==> config.mk <==
export PLATFORM = sky130hd
export DESIGN_NAME = mem_arbiter_flat
export DESIGN_NICKNAME = d
export VERILOG_FILES = /design/src/rtl/mem_arbiter_if.sv /design/src/rtl/mem_arbiter.sv /design/src/flat_wrapper.sv
export SDC_FILE = /design/constraint.sdc
export NUM_CORES = 1
export LEC_CHECK = 0
export BUFFER_PORTS_ARGS = -buffer_cell sky130_fd_sc_hd__buf_2
export CORE_UTILIZATION = 35
export DETAILED_ROUTE_END_ITERATION = 16
export SLEW_MARGIN = 30
export SYNTH_ARGS = -nofsm -noshare
export SYNTH_HDL_FRONTEND = slang
export SYNTH_SLANG_ARGS = --single-unit
==> constraint.sdc <==
create_clock -name clk -period 2.4 [get_ports clk]
set_input_delay 0 -clock clk [delete_from_list [all_inputs] [get_ports clk]]
set_output_delay 0 -clock clk [all_outputs]
set_load 0.1 [all_outputs]
==> src/rtl/mem_arbiter_if.sv <==
// Bundle of requester, memory and status signals around the unified-memory arbiter.
// slave = arbiter side, master = pipeline/memory side.
interface mem_arbiter_if #(
  parameter int ADDR_W = 32
);
  logic              if_req;
  logic [ADDR_W-1:0] if_addr;
  logic [31:0]       if_rdata;
  logic              if_ready;
  logic              d_rd_en;
  logic              d_wr_en;
  logic [ADDR_W-1:0] d_addr;
  logic [31:0]       d_wdata;
  logic [31:0]       d_rdata;
  logic              d_ready;
  logic              mem_en;
  logic              mem_we;
  logic [ADDR_W-1:0] mem_addr;
  logic [31:0]       mem_wdata;
  logic [31:0]       mem_rdata;
  logic              freeze;
  logic              busy;

  modport slave (
    input  if_req, if_addr, d_rd_en, d_wr_en, d_addr, d_wdata, mem_rdata,
    output if_rdata, if_ready, d_rdata, d_ready, mem_en, mem_we, mem_addr,
           mem_wdata, freeze, busy
  );

  modport master (
    output if_req, if_addr, d_rd_en, d_wr_en, d_addr, d_wdata, mem_rdata,
    input  if_rdata, if_ready, d_rdata, d_ready, mem_en, mem_we, mem_addr,
           mem_wdata, freeze, busy
  );
endinterface

==> src/rtl/mem_arbiter.sv <==
// Round-robin arbiter sharing one single-ported memory between instruction fetch
// and data (LDR/STR) accesses, with a fixed access latency and a pipeline freeze.
module mem_arbiter #(
  parameter int LATENCY = 2,
  parameter int ADDR_W  = 32
) (
  input  logic          clk,
  input  logic          rst,
  mem_arbiter_if.slave  bus
);
  localparam logic [1:0] S_IDLE   = 2'd0;
  localparam logic [1:0] S_ACCESS = 2'd1;
  localparam logic [1:0] S_RESP   = 2'd2;

  localparam logic G_FETCH = 1'b0;
  localparam logic G_DATA  = 1'b1;

  localparam logic [3:0] LAT_M1 = 4'(LATENCY - 1);

  logic [1:0]        state_reg, state_next;
  logic [3:0]        cnt_reg, cnt_next;
  logic              grant_reg, grant_next;
  logic              we_reg, we_next;
  logic              last_grant_reg, last_grant_next;
  logic [ADDR_W-1:0] addr_reg, addr_next;
  logic [31:0]       wdata_reg, wdata_next;
  logic [31:0]       if_rdata_reg, if_rdata_next;
  logic [31:0]       d_rdata_reg, d_rdata_next;

  logic d_pend;
  logic pick_data;

  assign d_pend = bus.d_rd_en | bus.d_wr_en;
  // Data wins when it is alone, or when both contend and fetch was served last.
  assign pick_data = d_pend & (~bus.if_req | (last_grant_reg == G_FETCH));

  always_comb begin
    state_next      = state_reg;
    cnt_next        = cnt_reg;
    grant_next      = grant_reg;
    we_next         = we_reg;
    last_grant_next = last_grant_reg;
    addr_next       = addr_reg;
    wdata_next      = wdata_reg;
    if_rdata_next   = if_rdata_reg;
    d_rdata_next    = d_rdata_reg;
    case (state_reg)
      S_IDLE: begin
        if (bus.if_req | d_pend) begin
          grant_next      = pick_data ? G_DATA : G_FETCH;
          last_grant_next = pick_data ? G_DATA : G_FETCH;
          we_next         = pick_data & bus.d_wr_en;
          addr_next       = pick_data ? bus.d_addr : bus.if_addr;
          if (pick_data & bus.d_wr_en) begin
            wdata_next = bus.d_wdata;
          end
          cnt_next   = LAT_M1;
          state_next = S_ACCESS;
        end
      end
      S_ACCESS: begin
        if (cnt_reg == 4'd0) begin
          if (grant_reg == G_FETCH) begin
            if_rdata_next = bus.mem_rdata;
          end else if (!we_reg) begin
            d_rdata_next = bus.mem_rdata;
          end
          state_next = S_RESP;
        end else begin
          cnt_next = cnt_reg - 4'd1;
        end
      end
      S_RESP: begin
        state_next = S_IDLE;
      end
      default: begin
        state_next = S_IDLE;
      end
    endcase
  end

  always_ff @(posedge clk) begin
    if (rst) begin
      state_reg      <= S_IDLE;
      cnt_reg        <= 4'd0;
      grant_reg      <= G_FETCH;
      we_reg         <= 1'b0;
      last_grant_reg <= G_FETCH;
      addr_reg       <= '0;
      wdata_reg      <= '0;
      if_rdata_reg   <= '0;
      d_rdata_reg    <= '0;
    end else begin
      state_reg      <= state_next;
      cnt_reg        <= cnt_next;
      grant_reg      <= grant_next;
      we_reg         <= we_next;
      last_grant_reg <= last_grant_next;
      addr_reg       <= addr_next;
      wdata_reg      <= wdata_next;
      if_rdata_reg   <= if_rdata_next;
      d_rdata_reg    <= d_rdata_next;
    end
  end

  // Strobes decode straight from the registered state, so reset drops them next cycle.
  assign bus.mem_en    = (state_reg == S_ACCESS);
  assign bus.mem_we    = (state_reg == S_ACCESS) & we_reg;
  assign bus.mem_addr  = addr_reg;
  assign bus.mem_wdata = wdata_reg;
  assign bus.if_rdata  = if_rdata_reg;
  assign bus.d_rdata   = d_rdata_reg;
  assign bus.if_ready  = (state_reg == S_RESP) & (grant_reg == G_FETCH);
  assign bus.d_ready   = (state_reg == S_RESP) & (grant_reg == G_DATA);
  assign bus.busy      = (state_reg != S_IDLE);
  assign bus.freeze    = (bus.if_req & ~bus.if_ready) | (d_pend & ~bus.d_ready);
endmodule

==> src/flat_wrapper.sv <==
// flat-port wrapper written by rule: the top's interface ports become plain ports
module mem_arbiter_flat 
#(
  parameter int LATENCY = 2,
  parameter int ADDR_W  = 32
)
  (clk, rst, bus_if_req, bus_if_addr, bus_d_rd_en, bus_d_wr_en, bus_d_addr, bus_d_wdata, bus_mem_rdata, bus_if_rdata, bus_if_ready, bus_d_rdata, bus_d_ready, bus_mem_en, bus_mem_we, bus_mem_addr, bus_mem_wdata, bus_freeze, bus_busy);
  mem_arbiter_if #(.ADDR_W(ADDR_W)) bus_i ();
  input  logic clk;
  input  logic rst;
  input wire logic [$bits(bus_i.if_req)-1:0] bus_if_req;
  input wire logic [$bits(bus_i.if_addr)-1:0] bus_if_addr;
  input wire logic [$bits(bus_i.d_rd_en)-1:0] bus_d_rd_en;
  input wire logic [$bits(bus_i.d_wr_en)-1:0] bus_d_wr_en;
  input wire logic [$bits(bus_i.d_addr)-1:0] bus_d_addr;
  input wire logic [$bits(bus_i.d_wdata)-1:0] bus_d_wdata;
  input wire logic [$bits(bus_i.mem_rdata)-1:0] bus_mem_rdata;
  output wire logic [$bits(bus_i.if_rdata)-1:0] bus_if_rdata;
  output wire logic [$bits(bus_i.if_ready)-1:0] bus_if_ready;
  output wire logic [$bits(bus_i.d_rdata)-1:0] bus_d_rdata;
  output wire logic [$bits(bus_i.d_ready)-1:0] bus_d_ready;
  output wire logic [$bits(bus_i.mem_en)-1:0] bus_mem_en;
  output wire logic [$bits(bus_i.mem_we)-1:0] bus_mem_we;
  output wire logic [$bits(bus_i.mem_addr)-1:0] bus_mem_addr;
  output wire logic [$bits(bus_i.mem_wdata)-1:0] bus_mem_wdata;
  output wire logic [$bits(bus_i.freeze)-1:0] bus_freeze;
  output wire logic [$bits(bus_i.busy)-1:0] bus_busy;
  assign bus_i.if_req = bus_if_req;
  assign bus_i.if_addr = bus_if_addr;
  assign bus_i.d_rd_en = bus_d_rd_en;
  assign bus_i.d_wr_en = bus_d_wr_en;
  assign bus_i.d_addr = bus_d_addr;
  assign bus_i.d_wdata = bus_d_wdata;
  assign bus_i.mem_rdata = bus_mem_rdata;
  assign bus_if_rdata = bus_i.if_rdata;
  assign bus_if_ready = bus_i.if_ready;
  assign bus_d_rdata = bus_i.d_rdata;
  assign bus_d_ready = bus_i.d_ready;
  assign bus_mem_en = bus_i.mem_en;
  assign bus_mem_we = bus_i.mem_we;
  assign bus_mem_addr = bus_i.mem_addr;
  assign bus_mem_wdata = bus_i.mem_wdata;
  assign bus_freeze = bus_i.freeze;
  assign bus_busy = bus_i.busy;
  mem_arbiter #(.LATENCY(LATENCY), .ADDR_W(ADDR_W)) u_core (.clk(clk), .rst(rst), .bus(bus_i));
endmodule
; ---- Yosys cells after proc, flatten, opt, wreduce, memory -nomap -nowiden
; Index checks and enable logic that the tools add are counted.
; Widths: inputs -> output; s select.
[word_totals]
output_inout_bits = 134
inputBits = 133
reg_bits = 136
elab_cells = 48
[op_classes]
reduce_logical = 10
bitwise_logic = 16
add_sub_neg = 1
eq_ne = 5
mux = 8
[ops]
columns = cell, count
row1 = $mux 32, 1
row2 = $reduce_and 3->1, 3
row3 = $mux 4, 2
row4 = $pmux 4 s2, 1
row5 = $and 1x1->1, 7
row6 = $not 1->1, 5
row7 = $logic_not 4->1, 1
row8 = $mux 2, 2
row9 = $ne 2x1->1 const B, 2
row10 = $or 1x1->1, 4
row11 = $pmux 2 s2, 1
row12 = $reduce_and 2->1, 2
row13 = $reduce_and 4->1, 1
row14 = $reduce_bool 2->1, 2
row15 = $sub 4x1->4 const B, 1
row16 = $eq 2x1->1 const B, 1
row17 = $eq 2x2->1 const B, 1
row18 = $logic_not 2->1, 1
row19 = $ne 2x2->1 const B, 1
row20 = $mux 1, 1

; ---- Logic depth before layout (Yosys ltp)
; Gate-level depths: netlist (run 1).
[depth]
word_depth = 5
mapped_depth = 8
depth_no_buf = 5

; ---- Worst setup path before layout (run 1)
; Ideal clock, no wire load.
[synth_timing]
kind = register to output
startpoint = register u_core.grant_reg
endpoint = output port bus_freeze
path_stages_with_launch = 4
required_time_ns = 2.400
path_slack_ns = -1.836
t_arrival_ns = 4.236
cell_sequence = dfxtp_1 -> clkbuf_1 -> nor3b_1 -> o22ai_1
[synth_between]
elab_chain_len = 5
word_cells_on_any_way = 8
cone_classes = bitwise: 8
[synth_rtl]
columns = item, line
row1 = from (decl), mem_arbiter.sv:22  ; logic grant_reg, grant_next;
row2 = from (signal assigned), mem_arbiter.sv:96  ; grant_reg <= grant_next;
row3 = $not 1->1 (no source line), n/a
row4 = $and 1x1->1, mem_arbiter.sv:113  ; assign bus.if_ready = (state_reg == S_RESP) & (grant_reg == G_FETCH);
row5 = net bus_if_ready, flat_wrapper.sv:19  ; output wire logic [$bits(bus_i.if_ready)-1:0] bus_if_ready;
row6 = $not 1->1, mem_arbiter.sv:116  ; assign bus.freeze = (bus.if_req & ~bus.if_ready) | (d_pend & ~bus.d_ready);
row7 = $and 1x1->1, mem_arbiter.sv:116
row8 = $or 1x1->1, mem_arbiter.sv:116
row9 = to (decl), flat_wrapper.sv:26  ; output wire logic [$bits(bus_i.freeze)-1:0] bus_freeze;
; The timed path passes the listed nets, and every way through them passes these cells.

; ---- Worst setup path after layout (run 1)
[layout_timing]
startpoint = register u_core.state_reg[0]
endpoint = register u_core.addr_reg[17], in the netlist u_core.bus.mem_addr[17]
[layout_between]
elab_chain_len = 2
[layout_rtl]
columns = item, line
row1 = from (decl), mem_arbiter.sv:20  ; logic [1:0] state_reg, state_next;
row2 = from (signal assigned), mem_arbiter.sv:94  ; state_reg <= state_next;
row3 = $logic_not 2->1, mem_arbiter.sv:47  ; case (state_reg)
row4 = $reduce_and 2->1 (no source line), n/a
row5 = to (signal assigned), mem_arbiter.sv:99  ; addr_reg <= addr_next;
row6 = to (decl), mem_arbiter.sv:25  ; logic [ADDR_W-1:0] addr_reg, addr_next;
; Every way passes these cells.
; A chain may end at the register's enable or synchronous reset.

==> flow_summary_export.csv, run 1 <==
group,metric,value,unit
outcome,status,"finished, final reports clean",
power,power.density,882.6,nW/µm²
clock_network,cts_setup_buffers,0,
global_routing,overflow,0,
critical_path,required,2.69,ns
floorplan,core_area,15890,µm²
worst_hold_path,worstHoldPathCells,2,
drt,first_pass_iters,4,
synth,synth-seq-cells,136,
cells_and_area,drive_above_1_share,0.3177,
critical_path,startpoint_type,"flip-flop",
timing,rsz0062_at_grt,"false",
floorplan,die_y,129.6,µm
critical_path,end_kind,"flip-flop",
critical_path,r2r_end,"u_core.bus.mem_addr[17]",
place,gp_congestion,0.7879,
drt,postRouteAntennaNets,0,
floorplan,row_count,46,
timing,worst_pin_slew,0.8507,ns
cells_and_area,syn2layout_area_growth,62.32,%
critical_path,crit_fanout,26,
synth,syn_nets,761,
global_routing,antenna_found_initial,0,
floorplan,die_w,129.6,µm
cells_and_area,post-route-util,0.5818,
timing,slew_violations,0,
timing,min_period,2.146,ns
critical_path,critical_path.startpoint,"u_core.state_reg[0]",
place,placedInstanceArea,7267,µm²
synth,synth_area_per_cell,9.082,µm²
timing,slew_headroom,0.4322,
drt,wirelength,18270,µm
timing,hold_ws,0.1118,ns
clock_network,clock-sinks,136,
drt,initialDrtViolationCount,288,
timing,fin_skew,0.01161,ns
synth,ys_seq_area_frac,0.4781,
clock_network,cts-root-buf,"clkbuf_16",
critical_path,worstReg2RegStart,"u_core.state_reg[0]",
global_routing,grt_max_degree,74,
critical_path,worstSetupEndpoint,"u_core.bus.mem_addr[17]",
critical_path,crit_type,"flip-flop to flip-flop",
clock_network,cts_made_buffers,17,
synth,yosys.cell_types.count,35,
place,dp_slack,0.4403,ns
synth,synth_warnings,0,
clock_network,cts_buffer_depth,2,
critical_path,worstPathArrival,2.43,ns
drt,routedWlPerCell,14.71,µm
clock_network,htreeDepth,4,
synth,syn_inst,627,
power,power.total,8.157,mW
clock_network,cts_tree,"done",
place,dp_cells,1073,
cells_and_area,stdcell_area,9243,µm²
cells_and_area,nNetsFinal,1147,
timing,layout_setup_ws,0.2541,ns
drt,drcViolationCount,0,
global_routing,grt_pass1_wl,27980,µm
cells_and_area,fillers,1419,
drt,routed_via_density,4.761,
job,drv_cap,0,
synth,syn-cell-area,5694,µm²
critical_path,rr_worst_depth,6,
clock_network,clk_pin_slew,0.06,ns
timing,setup-tns-final,0,ns
power,power.leakage,4.328,nW
timing,finalSetupViolations,0,
place,dp_hpwl,11270,µm
global_routing,grt_pass1_vias,5714,
floorplan,start_util,0.3585,
drt,vias,5913,
cells_and_area,diodes,0,
floorplan,io_pins,267,
worst_hold_path,hold_path_class,"primary input to flip-flop",
place,io_buffers,266,
power,peakVddDrop,532.4,µV
floorplan,dieArea,16780,µm²
clock_network,clk_latency,0.42,ns
critical_path,worst-r2r-setup-slack,0.25,ns
timing,hold_viol,0,
global_routing,grt.total_usage,0.2125,
timing,fin_crit_sh,0.8941,
cells_and_area,fin_cells,1242,
timing,fmax,466.0,MHz
## report_power, final
group	leakage [nW]	internal [mW]	switching [mW]	total [mW]
sequential	1.11	2.47	0.119	2.59
clock	0.278	1.61	0.991	2.60
combinational	2.94	0.759	2.21	2.96
total	4.33	4.84	3.31	8.16
## how the worst min path moves through the flow
stage | startpoint | endpoint | slack (ns)
2_1_floorplan | bus_d_wdata[0] | u_core.bus.mem_wdata[0] | 0.15
3_3_place_gp | bus_d_wdata[26] | u_core.bus.mem_wdata[26] | 0.26
3_5_place_dp | bus_d_wdata[15] | u_core.bus.mem_wdata[15] | 0.26
4_1_cts | rst | u_core.bus.mem_wdata[17] | 0.10
5_1_grt | rst | u_core.bus.mem_wdata[15] | 0.14
6_report | rst | u_core.bus.mem_wdata[22] | 0.11
## final cells by class
class                      instances  area [µm²]  area share
timing repair buffer             423        2868      0.3103
sequential                       136        2723      0.2946
clock buffer                      21       470.5     0.05090
inverter                           8       30.03    0.003249
clock inverter                    11       121.4     0.01313
multi-input combinational        427        2760      0.2986
tap                              216       270.3     0.02924
## kinds of logic after synthesis
group | after synthesis | synth area share
AOI/OAI and AO/OA | 144 | 0.1532
adders and majority gates | 1 | 0.002197
buffers and inverters | 64 | 0.04922
DFF | 136 | 0.4781
muxes | 64 | 0.1125
and+or+nand+nor | 218 | 0.2048
## synthesized netlist by cell type
cell | n | area share
nor3b_1 | 2 | 0.0026
buf_4 | 2 | 0.0026
nand2b_1 | 97 | 0.11
and2_1 | 2 | 0.0022
nand3_1 | 33 | 0.029
buf_2 | 8 | 0.0070
nor3_2 | 1 | 0.0018
a2bb2oi_1 | 1 | 0.0015
o41ai_1 | 1 | 0.0015
mux2i_1 | 64 | 0.11
nand4_1 | 1 | 0.0011
a211o_1 | 1 | 0.0015
ha_1 | 1 | 0.0022
nor3_1 | 4 | 0.0035
inv_1 | 8 | 0.0053
nand4b_1 | 1 | 0.0015
or3_1 | 3 | 0.0033
buf_1 | 1 | 0.00066
nor2_1 | 5 | 0.0033
o2bb2ai_1 | 1 | 0.0015
nand2_1 | 65 | 0.043
or4_1 | 1 | 0.0013
a22oi_1 | 1 | 0.0013
a311oi_1 | 32 | 0.049
o22ai_1 | 1 | 0.0011
dfxtp_1 | 136 | 0.48
a211oi_1 | 2 | 0.0026
o221ai_1 | 2 | 0.0031
clkbuf_1 | 42 | 0.028
nor4b_2 | 1 | 0.0026
and3b_1 | 1 | 0.0015
o21ai_0 | 34 | 0.030
a21oi_1 | 68 | 0.060
or3b_1 | 1 | 0.0015
buf_6 | 3 | 0.0059
## timing repair
| action | CTS | global route |
|---|---|---|
| endpoints found under the hold margin | 129 | 0 |
| hold buffers | 137 | 0 |
| gates resized for setup | 0 | 1 |
| setup endpoints to repair | 0 | 16 |
## cell usage in the layout (no fill, tap or decap), types with 2 or more instances in the layout
master and n:
a21oi_1 68, a311oi_1 32, and2_1 2, buf_2 265, buf_4 20, bufinv_16 2, clkbuf_16 17, clkbuf_8 3
clkinv_2 3, clkinvlp_4 5, dfxtp_1 136, dlygate4sd3_1 137, inv_1 8, mux2i_1 64, nand2_1 65, nand2b_1 97
nand3_1 33, nor2_1 3, nor2_2 2, nor3_1 4, o21ai_0 34, o221ai_1 2, or3_1 3
## critical path, stage by stage (launching register included)
cell           delay, ns
dfxtp_1             0.39
nor2_2              0.13
inv_1               0.12
nor2_2              0.43
buf_12              0.25
a311oi_1            0.11
dlygate4sd3_1       0.58
## layer usage
layer / up-vias / track usage / part of all wire
met3: 23 / 0.06111 / 0.067
li1: 2961 / - / -
met4: 0 / 0.07456 / 0.014
met2: 235 / 0.3650 / 0.48
met5: - / 0 / 0
met1: 2694 / 0.2531 / 0.43
No activity file was read; power rests on OpenSTA's default activity.
==> inputs of run 2 (changes only) <==
- CORE_ASPECT_RATIO: not set -> 1.2
- CORE_MARGIN: not set -> 3
==> run 2 against run 1 <==
Compared with the run above: total power is 0.59% lower; final area is 1.5% lower; clock skew down 0.0018 ns; routed wire length rose by 1.4%; count of clock-buffer cells in the layout down 2; cell count is 1.6% lower; sequential cell count did not move.
==> flow_summary_export.csv, run 2 (synthesized netlist as in run 1, its figures left out) <==
group,metric,value,unit
place,io_buffers,266,
critical_path,end_kind,"flip-flop",
critical_path,startpoint_type,"flip-flop",
drt,dr_wl_met3,1550,µm
clock_network,cts_setup_buffers,0,
global_routing,antenna_found_initial,0,
power,intPower,4.771,mW
clock_network,cts_tree,"done",
cells_and_area,fillers,1420,
timing,fin_skew,0.009760,ns
critical_path,crit_chain,"o2bb2ai_2, buf_4, nand2_1, a311oi_1, dlygate4sd3_1",
critical_path,crit_type,"flip-flop to flip-flop",
floorplan,die_w,122.4,µm
worst_hold_path,hold_path_class,"primary input to flip-flop",
global_routing,grt_pass1_vias,5999,
power,clockPowerShare,0.319,
cells_and_area,stdcell_area,9100,µm²
power,power_switching,3.338,mW
timing,fmax,460.2,MHz
drt,dr_wl_met2,8741,µm
critical_path,r2r_end,"u_core.bus.mem_addr[11]",
power,p_comb_frac,0.360,
critical_path,critPathTopFamily,"buffers and inverters",
cells_and_area,multi_input_area,2748,µm²
global_routing,overflow,0,
critical_path,slowest_delay,0.61,ns
power,power.leakage,4.292,nW
cells_and_area,nNetsFinal,1134,
cells_and_area,syn2layout_area_growth,59.81,%
power,power_frac_seq,0.321,
timing,min_period,2.173,ns
place,placedInstanceArea,7227,µm²
clock_network,clk_pin_slew,0.06,ns
critical_path,crit_fanout,32,
drt,drcViolationCount,0,
clock_network,clock-sinks,136,
timing,rsz0062_at_grt,"false",
floorplan,io_pins,267,
place,dp_hpwl,11440,µm
floorplan,die_y,145.7,µm
floorplan,dieArea,17840,µm²
worst_hold_path,worstHoldPathCells,4,
drt,routed.top_layer,"met4",
clock_network,cts_buffer_depth,2,
clock_network,htreeDepth,4,
drt,routedWlPerCell,15.16,µm
critical_path,cp_slowest_cell,"dlygate4sd3_1",
timing,fin_crit_sh,0.9054,
drt,m1WireLength,7709,µm
timing,worst_pin_slew,0.7612,ns
cells_and_area,mostFrequentLayoutCells,"buf_2, dfxtp_1, dlygate4sd3_1",
clock_network,clk_latency,0.41,ns
place,gp_congestion,0.7952,
drt,postRouteAntennaNets,0,
global_routing,grt.total_usage,0.2017,
critical_path,worst-r2r-setup-slack,0.23,ns
power,swShare,0.4117,
clock_network,cts_made_buffers,17,
global_routing,grt_max_degree,65,
timing,slew_headroom,0.4926,
floorplan,start_util,0.3612,
critical_path,required,2.75,ns
power,power.density,891.1,nW/µm²
critical_path,worstPathBufferInverterCount,2,
global_routing,grt_pass1_wl,29190,µm
drt,wirelength,18530,µm
timing,hold_viol,0,
cells_and_area,regArea,2724,µm²
drt,initialDrtViolationCount,348,
power,peakVddDrop,532.9,µV
worst_hold_path,worst_hold_path.endpoint,"u_core.cnt_reg[3]",
floorplan,core_area,15770,µm²
worst_hold_path,hold_start,"bus_d_rd_en",
outcome,status,"finished, final reports clean",
timing,slew_violations,0,
critical_path,worstPathArrival,2.52,ns
timing,setup-tns-final,0,ns
critical_path,rr_worst_depth,5,
clock_network,cts-root-buf,"clkbuf_16",
drt,routed_via_density,4.899,
job,drv_cap,0,
drt,first_pass_iters,4,
timing,finalSetupViolations,0,
cells_and_area,final_common_cell,"buf_2",
cells_and_area,drive_above_1_share,0.3189,
drt,vias,5987,
floorplan,row_count,50,
critical_path,worstReg2RegStart,"u_core.grant_reg",
## run 2: final cells by class
type                       count  area share
antenna                        1   0.0002750
multi-input combinational    427      0.3019
timing repair buffer         410      0.3019
sequential                   136      0.2993
clock buffer                  19     0.04867
inverter                       8    0.003300
tap                          208     0.02860
clock inverter                13     0.01595
## run 2: worst reg2reg max path, cell delays in order (launching register included)
cell and delay (ns):
dfxtp_2 0.51, o2bb2ai_2 0.15, buf_4 0.35, nand2_1 0.15, a311oi_1 0.36, dlygate4sd3_1 0.61
## run 2: what timing repair did
| item | in CTS | in global routing |
|---|---|---|
| endpoints found under the hold margin | 128 | 0 |
| setup endpoints to repair | 0 | 4 |
| hold buffers | 128 | 0 |
| resized for setup | 0 | 1 |
## run 2: metrics by stage
stage / std cells / setup slack, ns / utilization / power [mW] / hold WS [ns]
finish: 1222 / 0.2271 / 0.5772 / 8.109 / 0.1304
global route: 1221 / 0.1212 / 0.5771 / 8.438 / 0.1575
CTS: 1221 / 0.1922 / 0.5770 / 8.169 / 0.1110
detailed placement: 1061 / 0.4504 / 0.4584 / 5.315 / 0.2597
global placement: 1061 / 0.5133 / 0.4584 / 5.311 / 0.2534
floorplan: 627 / 0.1720 / - / 4.794 / 0.1477
## run 2: worst max-delay path by stage
stage | startpoint | end | slack [ns] | cells past startpoint
2_1_floorplan | u_core.state_reg[0] | u_core.bus.d_rdata[10] | 0.17 | 6
5_1_grt | u_core.grant_reg | u_core.bus.mem_addr[11] | 0.12 | 5
3_3_place_gp | u_core.cnt_reg[0] | u_core.bus.d_rdata[23] | 0.51 | 6
4_1_cts | u_core.grant_reg | u_core.bus.mem_addr[29] | 0.19 | 5
6_report | u_core.grant_reg | u_core.bus.mem_addr[11] | 0.23 | 5
3_5_place_dp | u_core.cnt_reg[0] | u_core.bus.d_rdata[28] | 0.45 | 6
## run 2: per-layer routing
layer | vias to the layer above | global-route usage
met5 | - | 0
met4 | 0 | 0.09692
met3 | 44 | 0.05988
met2 | 250 | 0.3279
met1 | 2750 | 0.2414
li1 | 2943 | -
## run 2: power groups by stage
stage | Combinational [mW] | Sequential (mW) | Clock [mW]
after floorplan | 0.739 | 4.06 | 0
after global placement | 2.67 | 2.64 | 0
after detailed placement | 2.67 | 2.64 | 0
after CTS | 2.91 | 2.60 | 2.66
after global routing | 3.06 | 2.63 | 2.75
final | 2.92 | 2.60 | 2.59
==> inputs of run 3 (changes only) <==
- GPL_TIMING_DRIVEN: not set -> 0
==> run 3 against run 2 <==
Compared with the run above: first-iteration DRC count rose by 2.0%; routed wire length rose by 5.2%; cell count rose by 3.1%.
==> flow_summary_export.csv, run 3 (synthesized netlist as in run 1, its figures left out) <==
group,metric,value,unit
clock_network,clock-sinks,136,
critical_path,crit_fanout,10,
floorplan,dieArea,17840,µm²
critical_path,rr_worst_depth,8,
clock_network,clk_pin_slew,0.06,ns
place,io_buffers,265,
place,dp_cells,1100,
place,gp_congestion,0.7791,
drt,postRouteAntennaNets,0,
clock_network,htreeDepth,4,
floorplan,die_w,122.4,µm
power,peakVddDrop,497.2,µV
place,placedInstanceArea,7298,µm²
timing,slew_violations,0,
timing,finalSetupViolations,0,
floorplan,core_area,15770,µm²
drt,routedWlPerCell,15.48,µm
critical_path,crit_type,"flip-flop to flip-flop",
critical_path,required,2.74,ns
cells_and_area,fillers,1422,
critical_path,end_kind,"flip-flop",
floorplan,start_util,0.3612,
timing,worst_pin_slew,0.7340,ns
timing,hold_viol,0,
worst_hold_path,hold_start,"bus_d_wr_en",
job,drv_cap,0,
floorplan,row_count,50,
timing,fin_skew,0.009498,ns
cells_and_area,stdcell_area,9160,µm²
cells_and_area,drive_above_1_share,0.2994,
floorplan,die_y,145.7,µm
worst_hold_path,hold_path_class,"primary input to flip-flop",
global_routing,grt_pass1_vias,6419,
drt,wirelength,19500,µm
timing,fmax,481.1,MHz
clock_network,clk_latency,0.42,ns
drt,drcViolationCount,0,
clock_network,cts_tree,"done",
cells_and_area,final_common_cell,"buf_2",
cells_and_area,nNetsFinal,1173,
timing,setup-tns-final,0,ns
worst_hold_path,worstHoldPathCells,4,
outcome,status,"finished, final reports clean",
worst_hold_path,worst_hold_path.endpoint,"u_core.bus.mem_wdata[31]",
floorplan,io_pins,267,
critical_path,worst-r2r-setup-slack,0.32,ns
drt,routed_via_density,4.866,
critical_path,worstReg2RegStart,"u_core.cnt_reg[0]",
power,power.total,8.007,mW
power,power.density,874.1,nW/µm²
global_routing,antenna_found_initial,0,
cells_and_area,syn2layout_area_growth,60.87,%
clock_network,cts_setup_buffers,0,
cells_and_area,diodes,0,
drt,initialDrtViolationCount,355,
clock_network,cts_made_buffers,17,
critical_path,worstPathArrival,2.42,ns
global_routing,grt_pass1_wl,31350,µm
cells_and_area,fin_cells,1260,
drt,first_pass_iters,5,
clock_network,cts-root-buf,"clkbuf_16",
timing,fin_crit_sh,0.8661,
timing,min_period,2.079,ns
cells_and_area,mostFrequentLayoutCells,"buf_2, dfxtp_1, dlygate4sd3_1",
clock_network,cts_buffer_depth,2,
global_routing,grt.total_usage,0.2174,
drt,vias,6131,
place,dp_hpwl,13350,µm
timing,rsz0062_at_grt,"false",
power,power.leakage,4.248,nW
critical_path,startpoint_type,"flip-flop",
timing,slew_headroom,0.5077,
timing,hold_ws,0.04573,ns
global_routing,overflow,0,
global_routing,grt_max_degree,17,
critical_path,r2r_end,"u_core.bus.d_rdata[24]",
run 3: cell count changes in the layout (fill, tap and decap cells not counted), sizes merged:
cell | previous run | this run
clkinv | 6 | 4
bufinv | 2 | 1
inv | 11 | 14
clkinvlp | 2 | 3
diode | 1 | 0
clkbuf | 19 | 60
buf | 282 | 279
run 3: repair_timing:
action	CTS	global route
endpoints found under the hold margin	128	0
resized for setup	0	1
hold buffers	128	0
endpoints found under the setup margin	0	1
run 3: cell type report:
cell class | count | area (µm²) | share of cell area
Sequential cell | 136 | 2723 | 0.2972
Multi-Input combinational cell | 427 | 2711 | 0.2960
Timing Repair Buffer | 393 | 2608 | 0.2847
Clock buffer | 18 | 439.2 | 0.04794
Tap cell | 208 | 260.3 | 0.02841
Buffer | 56 | 250.2 | 0.02732
Clock inverter | 14 | 138.9 | 0.01516
Inverter | 8 | 30.03 | 0.003278
run 3: metrics by stage:
| stage | util | setup slack, ns |
|---|---|---|
| 6_report | 0.5810 | 0.3213 |
| 5_1_grt | 0.5810 | 0.1038 |
| 4_1_cts | 0.5809 | 0.1292 |
| 3_5_place_dp | 0.4629 | 0.3228 |
| 3_3_place_gp | 0.4629 | 0.3439 |
| 2_1_floorplan | - | 0.1720 |
run 3: worst max path at each step:
stage                                   start                       to  cells past startpoint
after global routing        u_core.cnt_reg[0]   u_core.bus.d_rdata[22]                      8
final                       u_core.cnt_reg[0]   u_core.bus.d_rdata[24]                      8
after global placement      u_core.cnt_reg[0]   u_core.bus.d_rdata[24]                      8
after CTS                 u_core.state_reg[0]  u_core.bus.mem_addr[31]                      5
after floorplan           u_core.state_reg[0]   u_core.bus.d_rdata[10]                      6
after detailed placement    u_core.cnt_reg[0]   u_core.bus.d_rdata[24]                      8
run 3: layer usage:
layer  track usage  wire length (µm)  vias to the layer above
li1              -                 -                     3027
met1        0.2401              7700                     2774
met2        0.3766              9504                      276
met3       0.06065              1498                       54
met4        0.1098               795                        0
met5             0                 0                        -
run 3: critical path, cell delays in order (launching register included):
cell	delay, ns
dfxtp_1	0.31
inv_1	0.10
ha_1	0.19
or3b_1	0.34
buf_2	0.16
nor4b_2	0.23
buf_4	0.27
buf_6	0.21
mux2i_1	0.20
run 3: power breakdown:
group | switching [mW] | internal, mW
Combinational | 2.21 | 0.669
Sequential | 0.114 | 2.47
Clock | 1.07 | 1.48
